<file path="src/rtl/fetch_queue_pkg.sv">
// Shared pipeline types for the fetch/decode boundary.
package fetch_queue_pkg;

   localparam int unsigned XLEN = 32;

   // addi x0, x0, 0
   localparam logic [XLEN-1:0] NOP_INSTR = 32'h00000013;

   typedef struct packed {
      logic [XLEN-1:0] instruction;
      logic [XLEN-1:0] pc;
   } fetch_entry_t;

endpackage

</file>
<file path="src/rtl/fetch_queue.sv">
// Instruction buffer between fetch and decode: in-order, show-ahead head,
// single-cycle flush on redirect. NOP and pc 0 are presented while empty.
module fetch_queue #(
   parameter int unsigned XLEN  = fetch_queue_pkg::XLEN,  // must match the package entry width
   parameter int unsigned DEPTH = 4                        // power of two, >= 2
) (
   input  logic                        clk,
   input  logic                        reset,
   input  logic                        flush,
   input  logic                        fetch_valid,
   input  logic [XLEN-1:0]             fetch_instruction,
   input  logic [XLEN-1:0]             fetch_pc,
   output logic                        fetch_ready,
   output logic                        dec_valid,
   output logic [XLEN-1:0]             dec_instruction,
   output logic [XLEN-1:0]             dec_pc,
   input  logic                        dec_ready,
   output logic [$clog2(DEPTH):0]      occupancy
);

   import fetch_queue_pkg::*;

   localparam int unsigned PTR_W = $clog2(DEPTH);
   localparam int unsigned CNT_W = PTR_W + 1;
   localparam logic [CNT_W-1:0] FULL_COUNT = CNT_W'(DEPTH);

   fetch_entry_t     storage [DEPTH];
   fetch_entry_t     head;
   logic [PTR_W-1:0] wr_ptr;
   logic [PTR_W-1:0] rd_ptr;
   logic [CNT_W-1:0] count;
   logic [CNT_W-1:0] count_next;
   logic             push;
   logic             pop;

   // Handshake flags decode registered count only; no dec_ready -> fetch_ready path.
   assign fetch_ready = (count != FULL_COUNT);
   assign dec_valid   = (count != '0);
   assign occupancy   = count;

   assign push = fetch_valid && fetch_ready && !flush;
   assign pop  = dec_valid && dec_ready && !flush;

   // Next occupancy from the accepted handshakes.
   always_comb begin
      count_next = count;
      case ({push, pop})
         2'b10:   count_next = count + CNT_W'(1);
         2'b01:   count_next = count - CNT_W'(1);
         default: count_next = count;
      endcase
   end

   // Pointer and count registers; flush empties the queue in one edge.
   always_ff @(posedge clk or posedge reset) begin
      if (reset) begin
         wr_ptr <= '0;
         rd_ptr <= '0;
         count  <= '0;
      end else if (flush) begin
         wr_ptr <= '0;
         rd_ptr <= '0;
         count  <= '0;
      end else begin
         if (push) wr_ptr <= wr_ptr + PTR_W'(1);
         if (pop)  rd_ptr <= rd_ptr + PTR_W'(1);
         count <= count_next;
      end
   end

   // Entry storage; contents are don't-care out of reset.
   always_ff @(posedge clk) begin
      if (push) begin
         storage[wr_ptr] <= '{instruction: fetch_instruction, pc: fetch_pc};
      end
   end

   // Show-ahead head, forced to NOP/pc 0 while empty so decode never sees stale data.
   always_comb begin
      head = storage[rd_ptr];
      if (!dec_valid) begin
         head = '{instruction: NOP_INSTR, pc: '0};
      end
   end

   assign dec_instruction = head.instruction;
   assign dec_pc          = head.pc;

endmodule

</file>
<file path="config.mk">
export PLATFORM = sky130hd
export DESIGN_NAME = fetch_queue
export DESIGN_NICKNAME = d
export VERILOG_FILES = /design/src/rtl/fetch_queue_pkg.sv /design/src/rtl/fetch_queue.sv
export SDC_FILE = /design/constraint.sdc
export NUM_CORES = 1
export LEC_CHECK = 0
export BUFFER_PORTS_ARGS = -buffer_cell sky130_fd_sc_hd__clkbuf_2
export CAP_MARGIN = 20
export CORE_MARGIN = 8
export CORE_UTILIZATION = 55
export CTS_CLUSTER_DIAMETER = 120
export DETAILED_ROUTE_END_ITERATION = 16
export PLACE_DENSITY = 0.77
export SLEW_MARGIN = 15
export SYNTH_ARGS = -nofsm -noshare
export SYNTH_HDL_FRONTEND = slang
export SYNTH_SLANG_ARGS = --single-unit
</file>
<file path="constraint.sdc">
create_clock -name clk -period 4.7 [get_ports clk]
set_input_delay 1.175 -clock clk [delete_from_list [all_inputs] [get_ports clk]]
set_output_delay 1.175 -clock clk [all_outputs]
set_load 0.03 [all_outputs]
</file>
-- Word level (Yosys, flattened, before mapping)
Memory sizes are Yosys's and may differ from the RTL's.
Cells that the tools add are included.
- bits in registers: 7
- latch bits: 0
- RAM bits: 256
- memory bits (read-only): 0
- input port bits: 69
- output and inout bits: 69
- logic and storage cells: 29
- memories: 1
- add/sub/neg operators: 4
- multipliers: 0
- div/mod/pow operators: 0
- $lt $le $gt $ge: 0
- equal/unequal tests: 3
- shift-type cells: 0
- muxes and demuxes: 9
- bitwise gates (word level): 0
- reduce and logical (&&, ||, !) cells: 9
- memories (name ; words ; bits a word ; read ports ; clocked after memory_dff ; wr ports ; RTL line ; source):
    storage ; 4 ; 64 ; 1 ; 0 ; 1 ; fetch_queue.sv:27 ; fetch_entry_t storage [DEPTH];
- operators with widths (kind ; count):
    two-way mux 64 bit ; 1
    two-way mux 2 bit ; 4
    one-hot mux 3 bit (2 select lines) ; 1
    nonzero test 3 bit ; 2
    adder 2 x 1 -> 2 bit (second input constant) ; 2
    logical AND 1 bit ; 4
    nonzero test 2 bit ; 2
    adder 3 x 1 -> 3 bit (second input constant) ; 1
    two-way mux 3 bit ; 1
    inequality test 3 bit (second input constant) ; 1
    subtractor 3 x 1 -> 3 bit (second input constant) ; 1
    == test 2 x 1 -> 1 bit (second input constant) ; 1
    == test 2 bit (second input constant) ; 1
    two-way mux 1 bit ; 2
    zero test 1 bit ; 1

-- Logic depth before layout (Yosys ltp)
Gate-level depths: netlist of run 1.
- depth in word-level cells: 6
- mapped depth: 7
- gate-level depth less buffers: 6

-- Least setup slack after synthesis of run 1
Ideal clock, no wire load.
- path kind: input to register
- start point: input flush
- end point: memory storage[0][0] (netlist name), enable pin
- data arrival time: 3.231 ns
- required time: 4.271 ns
- path slack: 1.040 ns
- stages on the path: 3
- cells stage by stage: clkbuf_1 nor3_1 and2_1
- cells in the longest elaborated chain, start to end: 4
- ends and longest elaborated chain (item ; RTL line ; source):
    start: declaration ; fetch_queue.sv:9 ; input logic flush,
    zero test 1 bit ; fetch_queue.sv:41 ; assign push = fetch_valid && fetch_ready && !flush;
    logical AND 1 bit ; fetch_queue.sv:41 ;
    two-way mux 1 bit ; fetch_queue.sv:73 ; if (push) begin
    two-way mux 1 bit (not written as such) ; fetch_queue.sv:74 ; storage[wr_ptr] <= '{instruction: fetch_instruction, pc: fetch_pc};
    end: declaration ; fetch_queue.sv:27 ;
Every way passes these cells.

-- Worst setup path after layout of run 1
- start point: register count[1], in the netlist occupancy[1]
- end point: output dec_pc[19]
- cells in the longest elaborated chain, start to end: 2
- ends and longest elaborated chain (item ; RTL line ; source):
    start: declaration ; fetch_queue.sv:31 ; logic [CNT_W-1:0] count;
    start signal: assignment ; fetch_queue.sv:67 ; count <= count_next;
    nonzero test 3 bit ; fetch_queue.sv:38 ; assign dec_valid = (count != '0);
    two-way mux 64 bit ; fetch_queue.sv:81 ; if (!dec_valid) begin
    end: declaration ; fetch_queue.sv:16 ; output logic [XLEN-1:0] dec_pc,
Every way passes these cells.

==> flow_summary.yaml, run 1 <==
clocking:
  path_clk_slew_ps: 60
  hold_buffers: 0
  cts_buffers: 26
  cts_sinks: 263
  post_cts.repair.setup_buffers: 0
  cts_tree: "yes"
  cts.path.max_buffers: 3
  clock_latency_ps: 510
  h-tree-depth: 1
  cts-root-buf: "clkbuf_16"
  post_cts_resized: 0
detailed_routing:
  totalWireLength_um: 18700
  drt_iter0_drc: 201
  drc: 0
  vias_per_cell: 5.65
  top_layer: "met5"
  wl_met2_um: 9560
  wl_per_cell_um: 21.6
  ant_nets: 0
  dr.pass1.iters: 5
  vias: 4896
  wl_met1_um: 7710
  dr_wl_met3_um: 1130
global_routing:
  grt_max_degree: 66
  grt_pass1_wl_um: 29400
  grt.total_usage: 0.161
  antenna_found_initial: 1
  grt_pass1_vias: 5513
  grt.overflow.total: 0
sta:
  setup_viol_count_final: 0
  relSlewSlack: 0.327
  period_minus_slack_ps: 3710
  hold_viol: 0
  finalClockSkew_ps: 6.83
  max_freq_mhz: 270
  post-route-period-util: 0.788
  grt_setup_unrepaired: "false"
  tns_ps: 0
  slew_viol_final: 0
  worstMarginPinSlew_ps: 1010
cells_and_area:
  drive_above_1_share: 0.409
  insertedDiodeCount: 0
  final_util: 0.653
  final_cell_area_um2: 12100
  layout.nets: 687
  area_growth_pct: 17.8
setup_path:
  path_depth: 4
  cpPeakStageDelay_ps: 530
  crit_path_top_delay_cell: "dfrtp_1"
  critPathMaxFanout: 62
  worstPathArrival_ps: 2530
  path_class: "flip-flop to output pin"
  path_cells: "nor3_1, inv_2, and2_1, clkbuf_2"
  reg2reg_depth: 3
  cp-end-kind: "output pin"
  worst-path-buf-inv: 2
  startpoint_type: "flip-flop"
  path_delay_family: "simple AND/OR/NAND/NOR gates"
  cp_data_required_time_ps: 3520
floorplanning:
  core-area_um2: 18500
  rows: 50
  ios: 138
  start_util: 0.555
  die_area_um2: 23200
  die_h_um: 152
  die_x_um: 152
flow_run:
  cap_violations: 0
power:
  pwr_density_cell_nw_per_um2: 494
  vdd_drop_max_mv: 0.263
  power.leakage_nw: 4.13
synthesis:
  synth_area_per_cell_um2: 21.7
  syn_inst: 471
  yosysWarnings: 0
  synth-seq-area-share: 0.768
  ys_ff_latch: 263
  synth.distinct_cells: 34
  synth_fp_nets: 545
  synthesis.area_um2: 10200
placement:
  gp_congestion: 0.784
  hpwlAfterDp_um: 10900
  post_dp_cell_area_um2: 11100
  io_buffer_count: 137
worst_hold_path:
  hold_class: "primary input to async pin"
outcome:
  status: "complete, no violations"
[worst register-to-register path: stages, from the launching register on]
cell     delay (ps)
dfrtp_1         610
nor3b_2         140
nor3_1          420
and2_4          870
[cell usage in the layout (no fill, tap or decap), types with 2 or more instances in the layout]
master	count
o21ai_0	4
bufinv_16	5
clkinvlp_4	3
and2_1	61
nor3_1	3
clkbuf_8	4
nand2b_1	3
xor2_1	2
nand3_1	3
inv_1	6
nor3b_1	2
clkbuf_16	27
ha_1	4
dfrtp_4	2
or2_1	3
a21oi_1	5
dfrtp_1	5
nor2_1	2
clkinv_2	6
clkbuf_2	137
and2_4	4
a2111oi_0	2
mux4_2	64
nand2_1	2
edfxtp_1	256
[cell families (layout without fill, tap and decap cells)]
| group | Yosys count | after routing | synth area share |
|---|---|---|---|
| flops | 263 | 263 | 0.768 |
| compound gates | 18 | 18 | 0.0119 |
| simple gates | 85 | 85 | 0.0516 |
| fa+ha+maj | 5 | 5 | 0.00684 |
| buf+inv | 32 | 194 | 0.0172 |
| mux | 65 | 65 | 0.142 |
| xor+xnor | 3 | 3 | 0.00257 |
[flip-flops by register name, indices dropped and copies added, names as in the netlist]
| register | cells |
|---|---|
| occupancy | 3 |
| rd_ptr | 2 |
| storage | 256 |
| wr_ptr | 2 |
[report_power, final]
part / internal (mW) / switching, mW / leakage (nW)
sequential: 2.65 / 0.0677 / 2.41
combinational: 0.393 / 0.633 / 1.25
clock: 1.38 / 0.826 / 0.463
[per-layer routing]
metal  GRT usage  up-vias
li1            -     2200
met3      0.0372       29
met1       0.195     2518
met4      0.0481        2
met5           0        -
met2       0.284      147
[area by class of cell]
| class | instances | area [um^2] |
|---|---|---|
| flip-flops and latches | 263 | 7870 |
| well taps | 234 | 293 |
| fillers | 1235 | 6390 |
| clock inverters | 16 | 215 |
| multi-input cells | 176 | 2210 |
| clock buffers | 32 | 734 |
| inverters | 7 | 26.3 |
| repair buffers | 139 | 713 |
[stage by stage]
stage / hold WS (ps) / setup WS, ps / cells / total power, mW
detailed placement: 602 / 1400 / 819 / 3.82
floorplan: 557 / 1040 / 471 / 3.52
finish: 580 / 994 / 867 / 5.96
global route: 598 / 750 / 867 / 6.17
global placement: 581 / 1480 / 819 / 3.80
CTS: 572 / 911 / 867 / 6.03
[final timing paths]
kind	startpoint	endpoint	slack [ps]
setup / recovery	occupancy[1]$_DFFE_PP0P_	dec_pc[19]	990
hold / removal	reset	occupancy[2]$_DFFE_PP0P_	580
setup reg to reg	occupancy[1]$_DFFE_PP0P_	storage[2][32]$_DFFE_PP_	2200
min in group clk	wr_ptr[1]$_DFFE_PP0P_	wr_ptr[1]$_DFFE_PP0P_	610
hold reg to reg	wr_ptr[1]$_DFFE_PP0P_	wr_ptr[1]$_DFFE_PP0P_	610
max in group asynchronous	reset	rd_ptr[1]$_DFFE_PP0P_	3860
[cell usage after synthesis]
library cell | number | area [um^2]
buf_1 | 1 | 3.75
a2111oi_0 | 2 | 17.5
nand2_1 | 2 | 7.51
o211ai_1 | 1 | 7.51
nor3_1 | 3 | 15.0
xnor2_1 | 1 | 8.76
inv_1 | 7 | 26.3
mux2_2 | 1 | 11.3
a311o_1 | 1 | 10.0
o31ai_1 | 1 | 7.51
nand2b_1 | 3 | 18.8
clkbuf_1 | 8 | 30.0
and2_1 | 65 | 407
buf_4 | 2 | 15.0
nand4bb_1 | 1 | 11.3
a21oi_1 | 5 | 25.0
fa_1 | 1 | 20.0
nor2_1 | 2 | 7.51
dfrtp_1 | 7 | 175
edfxtp_1 | 256 | 7690
nor3b_1 | 2 | 15.0
xor2_1 | 2 | 17.5
nand3_1 | 3 | 15.0
a311oi_1 | 1 | 8.76
o21ba_2 | 1 | 10.0
nor3b_2 | 1 | 12.5
o22ai_1 | 1 | 6.26
buf_2 | 9 | 45.0
ha_1 | 4 | 50.1
o311ai_0 | 1 | 8.76
or2_1 | 3 | 18.8
mux4_2 | 64 | 1440
o21ai_0 | 4 | 20.0
buf_6 | 5 | 56.3
Power figures use the tool's default switching activity.
==> run 2, diff against run 1 <==
--- a/config.mk
+++ b/config.mk
@@ -8,10 +8,10 @@
 export BUFFER_PORTS_ARGS = -buffer_cell sky130_fd_sc_hd__clkbuf_2
 export CAP_MARGIN = 20
 export CORE_MARGIN = 8
-export CORE_UTILIZATION = 55
+export CORE_UTILIZATION = 52
 export CTS_CLUSTER_DIAMETER = 120
 export DETAILED_ROUTE_END_ITERATION = 16
-export PLACE_DENSITY = 0.77
+export PLACE_DENSITY = 0.76
 export SLEW_MARGIN = 15
 export SYNTH_ARGS = -nofsm -noshare
 export SYNTH_HDL_FRONTEND = slang
==> constraint.sdc (replaced) <==
create_clock -name clk -period 3 [get_ports clk]
set_input_delay 0.75 -clock clk [delete_from_list [all_inputs] [get_ports clk]]
set_output_delay 0.75 -clock clk [all_outputs]
set_load 0.03 [all_outputs]
==> flow_summary.yaml, run 2 (synthesized netlist as in run 1, its figures left out) <==
outcome:
  status: "complete, no violations"
sta:
  period_minus_slack_ps: 2920
  relSlewSlack: 0.624
  finalWorstSetupSlack_ps: 76.2
  hold_viol: 0
  max_freq_mhz: 342
  setup_viol_count_final: 0
  slew_viol_final: 0
  tns_ps: 0
  finalClockSkew_ps: 12.6
  post-route-period-util: 0.975
  worstMarginPinSlew_ps: 559
detailed_routing:
  vias: 5025
  wl_met2_um: 9900
  ant_nets: 0
  top_layer: "met5"
  dr.pass1.iters: 5
  wl_met1_um: 8000
  wl_per_cell_um: 21.4
  drt_iter0_drc: 292
  totalWireLength_um: 19700
  drc: 0
  vias_per_cell: 5.47
  dr_wl_met3_um: 1490
cells_and_area:
  drive_above_1_share: 0.418
  area_growth_pct: 20.4
  largest_reg_flops: 256
  fillers: 1372
  final_common_cell: "edfxtp_1"
  layout.nets: 710
  regMostFlops: "storage"
  insertedDiodeCount: 0
  final_cell_mix: "edfxtp_1, clkbuf_2, mux4_2"
global_routing:
  grt.overflow.total: 0
  grt_pass1_vias: 5487
  grt_pass1_wl_um: 30600
  antenna_found_initial: 1
  grt_max_degree: 63
  grt.total_usage: 0.162
floorplanning:
  start_util: 0.528
  core-area_um2: 19400
  rows: 51
  ios: 138
  die_area_um2: 24400
  die_h_um: 156
  die_x_um: 156
clocking:
  cts-root-buf: "clkbuf_16"
  cts_tree: "yes"
  clock_latency_ps: 520
  path_clk_slew_ps: 60
  cts_buffers: 27
  cts_sinks: 263
  cts.path.max_buffers: 3
  h-tree-depth: 1
  hold_buffers: 0
setup_path:
  reg2reg_from: "occupancy[1]$_DFFE_PP0P_"
  cp_data_required_time_ps: 2250
  cp-end-kind: "output pin"
  path_class: "flip-flop to output pin"
  path_cells: "buf_12, buf_4, mux4_2, and2_1, clkbuf_2"
  startpoint: "rd_ptr[0]$_DFFE_PP0P_"
  startpoint_type: "flip-flop"
  critPathMaxFanout: 7
  cpPeakStageDelay_ps: 530
  worstPathArrival_ps: 2170
  crit_path_top_delay_cell: "mux4_2"
worst_hold_path:
  hold_class: "primary input to async pin"
power:
  vdd_drop_max_mv: 0.594
  power.leakage_nw: 4.24
  power.total_mw: 9.09
  pwr_density_cell_nw_per_um2: 738
placement:
  io_buffer_count: 137
  pre_cts_slack_ps: 278
  gp_congestion: 0.720
  hpwlAfterDp_um: 12300
flow_run:
  cap_violations: 0
run 2: changes by cell type in the layout (fill, tap and decap cells not counted), sizes merged:
cell and delta:
buf +20, bufinv -3, clkinv +5, clkinvlp -2
run 2: through the flow:
| stage | instances | area [um^2] | util | hold slack (ps) |
|---|---|---|---|---|
| after floorplan | 471 | 10200 | - | 553 |
| after global placement | 865 | 11400 | 0.587 | 567 |
| after detailed placement | 865 | 11400 | 0.587 | 600 |
| after CTS | 912 | 12200 | 0.630 | 134 |
| after global routing | 918 | 12300 | 0.635 | 167 |
| final | 918 | 12300 | 0.635 | 150 |
run 2: power by group:
| part | internal [mW] | switching (mW) |
|---|---|---|
| combinational | 0.725 | 1.09 |
| clock | 1.80 | 1.27 |
| sequential | 4.16 | 0.0465 |
| total | 6.68 | 2.41 |
run 2: worst max-delay path: cells and delay by family, from the launching register on:
kind	cells	cell delay, ps
buf+inv	3	520
flops	1	420
mux	1	530
simple gates	1	180
run 2: layer usage:
| layer | global-route usage | vias to the layer above |
|---|---|---|
| met5 | 0 | - |
| met3 | 0.0405 | 24 |
| li1 | - | 2238 |
| met1 | 0.209 | 2580 |
| met2 | 0.274 | 181 |
| met4 | 0.0371 | 2 |
run 2: worst paths after layout:
check / end / slack [ps] / cells past startpoint
worst max register to register: occupancy[1]$_DFFE_PP0P_ / 490 / 7
min in group clk: storage[2][61]$_DFFE_PP_ / 450 / 1
worst max-delay path: dec_pc[23] / 80 / 5
worst min register to register: wr_ptr[1]$_DFFE_PP0P_ / 610 / 2
worst min-delay path: occupancy[2]$_DFFE_PP0P_ / 150 / 2
max in group asynchronous: rd_ptr[1]$_DFFE_PP0P_ / 2590 / 2
run 2: final cells by class:
class / count / area (um^2) / area share
sequential: 263 / 7870 / 0.639
multi-input combinational: 176 / 2210 / 0.180
timing repair buffer: 161 / 1060 / 0.0864
clock buffer: 30 / 687 / 0.0557
tap: 265 / 332 / 0.0269
clock inverter: 16 / 125 / 0.0102
inverter: 7 / 31.3 / 0.00254
run 2: repair_timing:
item / in CTS / in global routing
buffers inserted: 1 / 4
pin swaps: 0 / 0
gates cloned: 0 / 2
endpoints found under the setup margin: 63 / 52
resized for setup: 2 / 5
